<file path="src/rtl/mat_seq_ctrl_pkg.sv">
// Shared definitions for the matrix-vector sequencer: FSM state encoding and size limits.
package Definitions_Package;

  localparam int MAX_MAT_SIZE = 8;
  localparam int ADDR_W       = 4;

  typedef enum logic [2:0] {
    IDLE    = 3'd0,
    CLEAR   = 3'd1,
    COMPUTE = 3'd2,
    DRAIN   = 3'd3,
    FINISH  = 3'd4
  } state_t;

endpackage

</file>
<file path="src/rtl/mat_seq_ctrl_counter.sv">
// Up-counter with synchronous load-zero, enable and terminal-count flag.
// Saturates at the terminal value so it can never wrap.
module mat_seq_counter #(
  parameter int W = 4
) (
  input  logic         clk,
  input  logic         rst,
  input  logic         clr,
  input  logic         en,
  input  logic [W-1:0] last,
  output logic [W-1:0] count,
  output logic         tc
);

  assign tc = (count == last);

  always_ff @(posedge clk) begin
    if (!rst) begin
      count <= '0;
    end else if (clr) begin
      count <= '0;
    end else if (en && !tc) begin
      count <= count + W'(1);
    end
  end

endmodule

</file>
<file path="src/rtl/mat_seq_ctrl.sv">
// Sequencer for an N x N matrix-vector product over MAX_P processor blocks.
// Optional feature: define MAT_SEQ_ABORT_EN to let abort cancel a run in progress.
module mat_seq_ctrl
  import Definitions_Package::*;
#(
  parameter int MAX_P = MAX_MAT_SIZE,
  parameter int AW    = ADDR_W
) (
  input  logic          clk,
  input  logic          rst,
  input  logic          start,
  input  logic [3:0]    mat_size,
  input  logic          out_ready,
  input  logic          abort,
  output logic          clr_acc,
  output logic          en_op,
  output logic [AW-1:0] addr,
  output logic [2:0]    p_sel,
  output logic          out_valid,
  output logic          busy,
  output logic          done,
  output logic          err,
  output state_t        fsm_state
);

  localparam logic [3:0] MAX_N = 4'(MAX_P);

  // Result handshake: a result is transferred on every cycle where out_valid
  // and out_ready are both high; out_valid and p_sel are held until then.

  state_t        state, state_next;
  logic [3:0]    n_reg, n_next;
  logic          err_next;
  logic          col_clr, col_en, col_tc;
  logic          proc_clr, proc_en, proc_tc;
  logic [AW-1:0] col_cnt, proc_cnt, last_idx;
  logic          size_ok;
  logic          unused_sig;

  assign size_ok    = (mat_size != 4'd0) && (mat_size <= MAX_N);
  assign last_idx   = AW'(n_reg) - AW'(1);
  assign unused_sig = ^{abort, proc_cnt};

  mat_seq_counter #(.W(AW)) u_col_cnt (
    .clk   (clk),
    .rst   (rst),
    .clr   (col_clr),
    .en    (col_en),
    .last  (last_idx),
    .count (col_cnt),
    .tc    (col_tc)
  );

  mat_seq_counter #(.W(AW)) u_proc_cnt (
    .clk   (clk),
    .rst   (rst),
    .clr   (proc_clr),
    .en    (proc_en),
    .last  (last_idx),
    .count (proc_cnt),
    .tc    (proc_tc)
  );

  always_comb begin
    state_next = state;
    n_next     = n_reg;
    err_next   = 1'b0;
    col_clr    = 1'b0;
    col_en     = 1'b0;
    proc_clr   = 1'b0;
    proc_en    = 1'b0;
    case (state)
      IDLE: begin
        if (start) begin
          if (size_ok) begin
            n_next     = mat_size;
            state_next = CLEAR;
          end else begin
            err_next = 1'b1;
          end
        end
      end
      CLEAR: begin
        col_clr    = 1'b1;
        proc_clr   = 1'b1;
        state_next = COMPUTE;
      end
      COMPUTE: begin
        col_en = 1'b1;
        if (col_tc) state_next = DRAIN;
      end
      DRAIN: begin
        if (out_ready) begin
          proc_en = 1'b1;
          if (proc_tc) state_next = FINISH;
        end
      end
      FINISH: begin
        state_next = IDLE;
      end
      default: begin
        state_next = IDLE;
      end
    endcase
`ifdef MAT_SEQ_ABORT_EN
    if (abort && (state != IDLE)) state_next = IDLE;
`endif
  end

  // Strobes are registered from the next state so they line up with it.
  always_ff @(posedge clk) begin
    if (!rst) begin
      state     <= IDLE;
      n_reg     <= 4'd0;
      clr_acc   <= 1'b0;
      en_op     <= 1'b0;
      out_valid <= 1'b0;
      busy      <= 1'b0;
      done      <= 1'b0;
      err       <= 1'b0;
    end else begin
      state     <= state_next;
      n_reg     <= n_next;
      clr_acc   <= (state_next == CLEAR);
      en_op     <= (state_next == COMPUTE);
      out_valid <= (state_next == DRAIN);
      busy      <= (state_next != IDLE);
      done      <= (state_next == FINISH);
      err       <= err_next;
    end
  end

  assign addr      = (state == COMPUTE) ? col_cnt : '0;
  assign p_sel     = (state == DRAIN) ? proc_cnt[2:0] : 3'd0;
  assign fsm_state = state;

endmodule

</file>
<file path="config.mk">
export PLATFORM = sky130hd
export DESIGN_NAME = mat_seq_ctrl
export DESIGN_NICKNAME = d
export VERILOG_FILES = /design/src/rtl/mat_seq_ctrl_pkg.sv /design/src/rtl/mat_seq_ctrl_counter.sv /design/src/rtl/mat_seq_ctrl.sv
export SDC_FILE = /design/constraint.sdc
export NUM_CORES = 1
export LEC_CHECK = 0
export CAP_MARGIN = 20
export CORE_MARGIN = 2
export CORE_UTILIZATION = 27
export CTS_BUF_LIST = sky130_fd_sc_hd__clkbuf_4
export CTS_CLUSTER_DIAMETER = 60
export DETAILED_ROUTE_END_ITERATION = 10
export PLACE_DENSITY_LB_ADDON = 0.25
export SETUP_SLACK_MARGIN = 0.1
export SLEW_MARGIN = 0
export SYNTH_ARGS = -nofsm -noshare
export SYNTH_HDL_FRONTEND = slang
export SYNTH_SLANG_ARGS = --single-unit
</file>
<file path="constraint.sdc">
create_clock -name clk -period 1.86 [get_ports clk]
set_input_delay 0.558 -clock clk [delete_from_list [all_inputs] [get_ports clk]]
set_output_delay 0.558 -clock clk [all_outputs]
set_load 0.1 [all_outputs]
</file>
==> results.cfg, run 1 <==
[placed_design]
placedCellCount = 201
dp_hpwl_mm = 2.013
port_buffers = 23
gp_congestion = 0.7939

[logic_synthesis]
synth-edff-count = 0
synthArstFlopShare_pct = 0
synth_fa_ha_area_share_pct = 3.236
ys_ff_latch = 21
yosysWarnings = 0
synth_area_per_cell_um2 = 9.829
synth_most_common_cell = dfxtp_1
synth_common_cells = 21 x dfxtp_1, 14 x nand2_1, 12 x mux2i_1, 8 x a21oi_1
yosys_most_used_dff = dfxtp_1
muxShareOfSynthArea_pct = 10.36
yosysTopAreaCellShare_pct = 36.25
synth_top_family_by_area = simple AND/OR/NAND/NOR gates
synth_compound_area_share_pct = 9.277
syn_nets = 130
syn_inst = 118
synth_area_leaders = dfxtp_1 36%, mux2i_1 10%, nand2_1 4.5%
syn_area_um2 = 1160
yosysSeqAreaShare_pct = 36.25
synth.distinct_cells = 34
yosys.area.top_type = dfxtp_1
synth_xor_area_share_pct = 10.14
synth-simple-area-share_pct = 27.08

[clocking]
numClockSinks = 21
clockBufferDepth = 2
cts_buffers = 3
cts_tree = built
ctsHoldBuffers = 0
cts_root_buffer = clkbuf_4
clock_latency_ns = 0.31
clk_pin_slew_ns = 0.12
ctsHtreeMaxLevel = 1

[setup_path]
required_ns = 1.30
worstPathMaxFanout = 5
cpPeakStageDelay_ns = 0.38
crit_arrival_ns = 1.41
slowest_stage = dfxtp_4
reg2regPathDepth = 7
regToRegSetupSlack_ns = 0.18
worstSetupStartpointType = flop
crit_path_cell_trace = nor3b_4 -> and2_4 -> buf_12
critPathCapture = addr[1]
worstReg2RegStart = n_reg[1]
crit_path_end_kind = primary output
worstSetupPathType = reg2out
timing.rr.end = u_proc_cnt.count[2]
critPathLaunch = fsm_state[2]

[drt]
drc = 0
drtIter0Drc = 24
viasPerCell = 4.717
dr.pass1.iters = 4
ant_nets = 0
num_vias = 1000
wire_per_inst_um = 12.36
drt-total-wl_mm = 2.621

[run_status]
outcome = finished, violations left
failed_checks = negative setup slack

[timing]
max_freq_mhz = 507.4
layout_setup_ws_ns = -0.1108
worst_pin_slew_ns = 0.6152
maxSlewViolCount = 0
fin_skew_ns = 0.002202
rsz0062_at_grt = yes
period_minus_slack_ns = 1.971
setup_viol = 7
max_slew_margin_pct = 58.69
timing.final.crit_share_pct = 106.0
hold_violations = 0

[grt]
grt_pass1_wl_mm = 4.215
track_usage_pct = 10.87
grt_overflow = 0
grt_max_degree = 17
antenna_found_initial = 0
grt_pass1_vias = 950

[floorplanning]
rows = 23
coreArea_um2 = 4058
fp.dieH_um = 69.54
chipWidth_um = 69.54
num_io_pins = 25
start_util_pct = 28.58
die-area_um2 = 4836

[pwr]
total_power_w = 0.001006
ir_drop_mv = 0.2398
p_leak_nw = 0.7699
powerDensity_nw_per_um2 = 546.0

[finish]
nNetsFinal = 175
drive_gt1_share_pct = 41.36
area_growth_pct = 58.90
layout.cells.non_filler = 212
antenna_cells = 0

[hold_path]
min_path_type = reg2reg

[flow_run]
max_cap_violations = 0
==> power breakdown <==
| part | switching [W] | total [W] | internal, W |
|---|---|---|---|
| clock network | 0.000148 | 0.000228 | 0.0000804 |
| logic | 0.000167 | 0.000298 | 0.000131 |
| registers | 0.0000161 | 0.000480 | 0.000464 |
==> layout by cell type (no fill, tap or decap), types with 2 or more instances in the layout <==
master	n
dlygate4sd2_1	4
nand4_1	2
dfxtp_2	2
nand2b_1	6
and3_2	4
xor2_1	2
nand2_1	14
nor3_4	2
dfxtp_1	16
clkbuf_4	3
nor2_1	5
buf_4	20
dfxtp_4	3
xnor2_1	6
a21oi_1	8
xor3_1	2
inv_1	5
and2_4	4
and4_1	2
mux2i_1	11
ha_1	3
clkdlybuf4s50_1	3
buf_12	16
==> worst min path at each step <==
stage                        start                   to  slack, ns  depth (start not counted)
2_1_floorplan  u_proc_cnt.count[3]  u_proc_cnt.count[3]       0.45                          2
3_3_place_gp   u_proc_cnt.count[3]  u_proc_cnt.count[3]       0.48                          2
3_5_place_dp   u_proc_cnt.count[3]  u_proc_cnt.count[3]       0.49                          2
4_1_cts        u_proc_cnt.count[3]  u_proc_cnt.count[3]       0.51                          2
5_1_grt        u_proc_cnt.count[3]  u_proc_cnt.count[3]       0.53                          2
6_report       u_proc_cnt.count[3]  u_proc_cnt.count[3]       0.50                          2
==> what timing repair did <==
action,in CTS,in global routing
buffers inserted,5,2
pin swaps,8,4
resized for setup,9,6
endpoints found under the setup margin,15,13
==> critical path: cells and delay by family (launching register included) <==
kind / cells / cell delay (ns)
buffers and inverters: 1 / 0.16
DFF: 1 / 0.38
and+or+nand+nor: 2 / 0.55
==> metrics by stage <==
stage               util [%]  setup WS (ns)  hold slack (ns)  setup TNS (ns)  cell area, um2
finish                 45.42        -0.1108           0.4976         -0.4753            1843
detailed placement     42.28        -0.3425           0.4859          -2.711            1715
global placement       42.28        -0.2858           0.4803          -2.215            1715
CTS                    44.37        -0.1053           0.5055         -0.4916            1800
floorplan                  -        -0.1009           0.4544         -0.5600            1192
global route           45.42        -0.1529           0.5301         -0.8342            1843
==> layout make-up <==
class / instances / area, um2
fill: 375 / 2215
multi-input combinational: 89 / 764.5
timing repair buffer: 43 / 535.5
sequential: 21 / 434.2
tap: 50 / 62.56
clock buffer: 3 / 22.52
inverter: 5 / 18.77
clock inverter: 1 / 5.005
==> per-layer routing <==
metal	wire length (um)	global-route usage (%)	vias to the layer above	part of all wire, %
met2	1272	18.16	23	49
li1	-	-	501	-
met5	0	0	-	0
met3	118	2.326	6	4.5
met4	59	5.882	0	2.3
met1	1170	12.96	470	45
==> logic make-up (layout without fill, tap and decap cells) <==
kind of cell / count (synthesis) / in the layout
xor gates and xnor gates: 10 / 10
DFF: 21 / 21
AOI/OAI and AO/OA: 15 / 15
muxes: 12 / 12
adders and majority gates: 3 / 3
buffers and inverters: 8 / 52
and+or+nand+nor: 49 / 49
Note: power is estimated with default switching activity, not from simulation.
==> run 2: changes to the inputs <==
- clock period: 1.86 -> 1.9 ns (I/O delays scaled with it)
==> run 2 against run 1 <==
  * The run still ends with negative setup slack left
  * Via count fell by 1.6%
  * Final area rose by 1.4%
  * Flip-flop and latch count did not move
  * Setup slack improved by 0.066 ns
  * Global-route usage rose by 0.54 points
  * Sequential power fell by 2%
  * Total power fell by 2.9%
  * Critical endpoint is now addr[0]
==> results.cfg, run 2 (same netlist as run 1, synthesis figures left out) <==
[floorplanning]
start_util_pct = 28.58
rows = 23
num_io_pins = 25
chipWidth_um = 69.54
die-area_um2 = 4836
coreArea_um2 = 4058
fp.dieH_um = 69.54

[setup_path]
regToRegSetupSlack_ns = 0.18
reg2regPathDepth = 6
crit_path_cell_trace = nor3b_4 -> and2_4 -> buf_12
crit_arrival_ns = 1.38
cpPeakStageDelay_ns = 0.38
worstReg2RegStart = n_reg[0]
worstPathMaxFanout = 5
crit_path_end_kind = primary output
required_ns = 1.33
worstSetupPathType = reg2out
timing.rr.end = en_op
worstSetupStartpointType = flop
slowest_stage = dfxtp_4

[clocking]
clk_pin_slew_ns = 0.12
cts_buffers = 3
clockBufferDepth = 2
clock_latency_ns = 0.30
numClockSinks = 21
cts_tree = built
ctsHoldBuffers = 0
cts_root_buffer = clkbuf_4
ctsHtreeMaxLevel = 1

[drt]
drc = 0
drtIter0Drc = 20
ant_nets = 0
drt-total-wl_mm = 2.627
wire_per_inst_um = 12.16
viasPerCell = 4.556
dr.pass1.iters = 4
num_vias = 984

[grt]
track_usage_pct = 11.41
grt_pass1_wl_mm = 4.471
grt_pass1_vias = 949
antenna_found_initial = 0
grt_max_degree = 17
grt_overflow = 0

[timing]
setup_viol = 7
layout_setup_ws_ns = -0.04528
rsz0062_at_grt = yes
period_minus_slack_ns = 1.945
timing.final.crit_share_pct = 102.4
fin_skew_ns = 0.003349
maxSlewViolCount = 0
tns_ns = -0.2263
max_freq_mhz = 514.1
hold_violations = 0
max_slew_margin_pct = 61.67
worst_pin_slew_ns = 0.5708

[run_status]
failed_checks = negative setup slack
outcome = finished, violations left

[pwr]
ir_drop_mv = 0.2249
swShare_pct = 31.87
powerDensity_nw_per_um2 = 523.2
power.internal_w = 0.0006659
clock_power_share_pct = 21.7
power.switching_w = 0.0003115
pwr-share-seq_pct = 48.0
p_leak_nw = 0.7826
pwr-share-comb_pct = 30.3

[hold_path]
whs_endpoint = u_proc_cnt.count[3]
hold_path_depth = 2
hp-start = u_proc_cnt.count[3]
min_path_type = reg2reg

[finish]
multi_input_area_um2 = 754.5
fill_cells = 381
drive_gt1_share_pct = 41.57
seq_area_um2 = 434.2
antenna_cells = 0
layout_commonest_cell = buf_4
layout.cells.non_filler = 216
area_growth_pct = 61.06
final_cell_mix = 23 x buf_4, 16 x dfxtp_1, 16 x buf_12
nNetsFinal = 179

[flow_run]
max_cap_violations = 0

[placed_design]
port_buffers = 23
placedCellCount = 200
gp_congestion = 0.7931
dp_hpwl_mm = 1.984
## run 2: changes by cell type in the layout (fill, tap and decap cells not counted)
cell             previous run  this run
and3_2                      4         1
and3_4                      1         4
buf_4                      20        23
a31o_2                      1         2
a31o_4                      1         0
buf_6                       0         1
clkdlybuf4s50_1             3         4
dlygate4sd2_1               4         3
mux2i_1                    11        12
mux2i_2                     1         0
nor2b_2                     1         0
nor2b_4                     0         1
o31ai_1                     0         1
o31ai_4                     1         0
## run 2: timing repair
action	in CTS	in global routing
buffers inserted	7	5
resized for setup	10	5
pin swaps	7	7
endpoints found under the setup margin	12	12
## run 2: critical path: cells and delay by family, from the launching register on
kind / cells / cell delay (ns)
AND/OR/NAND/NOR: 2 / 0.53
flip-flops: 1 / 0.38
buffers and inverters: 1 / 0.17
## run 2: per-stage QoR
| stage | instance area (um2) | util [%] | hold WS (ns) | setup WS (ns) | power, W |
|---|---|---|---|---|---|
| 2_1_floorplan | 1192 | - | 0.4544 | -0.07291 | 0.0006591 |
| 3_3_place_gp | 1708 | 42.09 | 0.4800 | -0.2580 | 0.0007498 |
| 3_5_place_dp | 1708 | 42.09 | 0.4862 | -0.2807 | 0.0007561 |
| 4_1_cts | 1812 | 44.65 | 0.5039 | -0.07140 | 0.0009843 |
| 5_1_grt | 1868 | 46.04 | 0.5172 | -0.1165 | 0.001034 |
| 6_report | 1868 | 46.04 | 0.4974 | -0.04528 | 0.0009774 |
## run 2: worst max-delay path by stage
stage                 startpoint       to  slack (ns)  cells past startpoint
global placement     mat_size[2]    en_op       -0.26                      5
floorplan           fsm_state[1]  addr[0]       -0.07                      3
CTS                 fsm_state[0]  addr[3]       -0.07                      3
global route        fsm_state[2]  addr[2]       -0.12                      3
detailed placement   mat_size[2]    en_op       -0.28                      5
finish              fsm_state[2]  addr[0]       -0.05                      3
## run 2: layer usage
metal,up-vias,GRT usage [%],wire [um]
li1,512,-,-
met1,441,14.90,1249
met2,25,18.27,1212
met3,6,2.035,113
met4,0,5.229,51
met5,-,0,0
## run 2: cell type report
| type | instances | share of cell area, % |
|---|---|---|
| Multi-Input combinational cell | 89 | 40.39 |
| Timing Repair Buffer | 47 | 30.54 |
| Sequential cell | 21 | 23.24 |
| Tap cell | 50 | 3.349 |
| Clock buffer | 3 | 1.206 |
| Inverter | 5 | 1.005 |
| Clock inverter | 1 | 0.2679 |
## run 2: power by group through the flow
| stage | combinational, W | clock [W] | sequential, W |
|---|---|---|---|
| after floorplan | 0.000122 | 0 | 0.000537 |
| after global placement | 0.000265 | 0 | 0.000484 |
| after detailed placement | 0.000270 | 0 | 0.000486 |
| after CTS | 0.000287 | 0.000229 | 0.000469 |
| after global routing | 0.000315 | 0.000248 | 0.000472 |
| final | 0.000296 | 0.000212 | 0.000469 |
==> patch: new RTL, flow settings as in run 1 <==
Register the output `err` once more, with the module's reset; this adds one clock of latency there. The other outputs are not delayed to match.
--- a/src/rtl/mat_seq_ctrl.sv
+++ b/src/rtl/mat_seq_ctrl.sv
@@ -24,6 +24,8 @@
 );
 
   localparam logic [3:0] MAX_N = 4'(MAX_P);
+
+  logic err_s0;
 
   // Result handshake: a result is transferred on every cycle where out_valid
   // and out_ready are both high; out_valid and p_sel are held until then.
@@ -117,7 +119,7 @@
       out_valid <= 1'b0;
       busy      <= 1'b0;
       done      <= 1'b0;
-      err       <= 1'b0;
+      err_s0    <= 1'b0;
     end else begin
       state     <= state_next;
       n_reg     <= n_next;
@@ -126,7 +128,7 @@
       out_valid <= (state_next == DRAIN);
       busy      <= (state_next != IDLE);
       done      <= (state_next == FINISH);
-      err       <= err_next;
+      err_s0    <= err_next;
     end
   end
 
@@ -134,5 +136,13 @@
   assign p_sel     = (state == DRAIN) ? proc_cnt[2:0] : 3'd0;
   assign fsm_state = state;
 
+  always_ff @(posedge clk) begin
+    if (!rst) begin
+      err <= '0;
+    end else begin
+      err <= err_s0;
+    end
+  end
+
 endmodule
 
Check against the original RTL: not equivalent (Yosys sat finds a counterexample within 4 cycles, from zero or initial values and one cycle with rst low).
==> patch against run 1 <==
  * The run still ends with setup timing left
  * Via count shrank 2.2%
  * Total power up 15%
  * Count of clock-buffer cells in the layout did not move
  * Sequential cell count up 1
  * Sequential power is 4.6% higher
  * Utilization decreased by 1.1 points
  * Setup slack improved by 0.044 ns
  * Final area up 3.2%
  * Wire length down 4.7%
  * Synthesized area grew 2.7%
  * Non-clock buffer count shrank 4
  * Critical endpoint is now addr[0]
  * Largest power group unchanged
==> patch: results (changes against run 1) <==
- Result of the run: finished, violations left (unchanged).
- Violated checks: setup timing (unchanged).
- The internal power summed over all cells is 0.000832 W (was 0.000675 W).
- The multi-input logic area is 807 sq um (was 764 sq um).
- The number of global-route vias before repair is 909 (was 950).
- The portion of the layout cell area used by non-clock buffers was 27.0% (was 29.1%).
- The number of nets produced by synthesis was 135 (was 130).
- The total via count in the routed design is 978 (was 1,000).
- The relative slew slack is 70.0% (was 58.7%).
- The count of multi-input combinational gates is 94 (was 89).
- The start point of the worst min-delay path is err_s0 (was u_proc_cnt.count[3]).
- Leading cell types by count after synthesis: 22 x sky130_fd_sc_hd__dfxtp_1, 16 x sky130_fd_sc_hd__nand2_1, 12 x sky130_fd_sc_hd__mux2i_1 (was 21 x sky130_fd_sc_hd__dfxtp_1, 14 x sky130_fd_sc_hd__nand2_1, 12 x sky130_fd_sc_hd__mux2i_1).
- The leakage power summed over all cells is 0.797 nW (was 0.770 nW).
- The number of logic inverters in the finished layout is 3 (was 5).
- The layout filler cell count was 418 (was 375).
- The worst-case clock skew is 0.00473 ns (was 0.00220 ns).
- The HPWL after detailed placement is 1850 microns (was 2010 microns).
- The worst hold path depth was 1 (was 2).
- The proportion of synthesized chip area in sequential cells is 37.0% (was 36.2%).
- The initial detailed-routing violation count was 34 (was 24).
- The netlist area before placement came to 1190 sq um (was 1160 sq um).
- The number of cells on the worst reg-to-reg path was 4 (was 7).
- The sequential cell area is 453 sq um (was 434 sq um).
- The data arrival time at the worst-slack endpoint is 1.37 ns (was 1.41 ns).
- The weighted congestion reported at the end of routability-driven placement is 0.859 (was 0.794).
- The area after detailed placement is 1730 sq um (was 1720 sq um).
- The worst hold path endpoint is err (was u_proc_cnt.count[3]).
- The final setup violation count is 4 (was 7).
- The maximum vdd ir drop was 0.232 mV (was 0.240 mV).
- The flip-flop and latch count after synthesis is 22 (was 21).
- The tightest hold margin is 0.446 ns (was 0.498 ns).
- Cell types with the largest area share after synthesis: sky130_fd_sc_hd__dfxtp_1 37%, sky130_fd_sc_hd__mux2i_1 10%, sky130_fd_sc_hd__nand2_1 5.0% (was sky130_fd_sc_hd__dfxtp_1 36%, sky130_fd_sc_hd__mux2i_1 10%, sky130_fd_sc_hd__nand2_1 4.5%).
- The post-layout worst setup margin is -0.0664 ns (was -0.111 ns).
- The proportion of layout cells with a drive suffix above 1 came to 40.1% (was 41.4%).
- The overall global routing resource usage is 10.8% (was 10.9%).
- The area growth from synthesis to layout was 59.7% (was 58.9%).
==> patch: changes by cell type after synthesis, moves of 2 or more <==
cell	run 1	this run
sky130_fd_sc_hd__nor2b_1	1	5
sky130_fd_sc_hd__clkbuf_1	0	2
sky130_fd_sc_hd__and3_1	4	2
sky130_fd_sc_hd__nand2_1	14	16
sky130_fd_sc_hd__a31o_2	2	0
sky130_fd_sc_hd__a21boi_2	0	2
sky130_fd_sc_hd__and2_1	4	9
sky130_fd_sc_hd__inv_1	5	3
sky130_fd_sc_hd__a21oi_1	8	4
==> patch: critical path, cell delays in order (launching register included) <==
cell and delay, ns:
sky130_fd_sc_hd__dfxtp_4 0.38, sky130_fd_sc_hd__nor3b_4 0.29, sky130_fd_sc_hd__and2_4 0.21, sky130_fd_sc_hd__buf_12 0.16
==> patch: worst max-delay path by stage <==
stage                     slack, ns  cells after the start            to          from
after floorplan               -0.03                      3       addr[0]  fsm_state[1]
after global placement        -0.20                      5  fsm_state[0]   mat_size[3]
after detailed placement      -0.24                      5  fsm_state[0]   mat_size[3]
after CTS                     -0.09                      3       addr[1]  fsm_state[0]
after global routing          -0.18                      3       addr[0]  fsm_state[0]
final                         -0.07                      3       addr[0]  fsm_state[0]
==> patch: what timing repair did <==
action,in CTS,in global routing
buffers inserted,7,1
pin swaps,6,6
hold buffers,0,0
gates cloned,0,0
hold endpoints to repair,0,0
resized for setup,4,9
endpoints found under the setup margin,7,12
==> patch: cells by family after synthesis <==
kind of cell             synth area share, %
adder cells (fa/ha/maj)                 3.15
XOR/XNOR                                9.87
AO/OA/AOI/OAI                           7.77
flip-flops                              37.0
multiplexers                            10.1
buffers and inverters                   2.42
AND/OR/NAND/NOR                         29.7
==> patch: power by group through the flow <==
| stage | Sequential (W) | Clock (W) | Combinational (W) |
|---|---|---|---|
| floorplan | 0.000569 | 0 | 0.000122 |
| global placement | 0.000520 | 0 | 0.000252 |
| detailed placement | 0.000520 | 0 | 0.000256 |
| CTS | 0.000503 | 0.000381 | 0.000273 |
| global route | 0.000505 | 0.000401 | 0.000306 |
| finish | 0.000502 | 0.000370 | 0.000287 |
==> patch: metrics by stage <==
stage | util, % | setup WS, ns | instances | TNS (ns)
6_report | 44.3 | -0.0664 | 214 | -0.253
5_1_grt | 44.3 | -0.175 | 214 | -0.970
4_1_cts | 42.9 | -0.0887 | 213 | -0.472
3_5_place_dp | 40.2 | -0.239 | 202 | -1.51
3_3_place_gp | 40.2 | -0.201 | 202 | -1.34
2_1_floorplan | - | -0.0253 | 123 | -0.101
==> patch: layer usage <==
metal,up-vias,wire (microns),track usage (%)
met1,445,1080,13.1
met4,0,41,4.06
met2,21,1250,18.1
met3,5,129,2.89
li1,507,-,-
met5,-,0,0
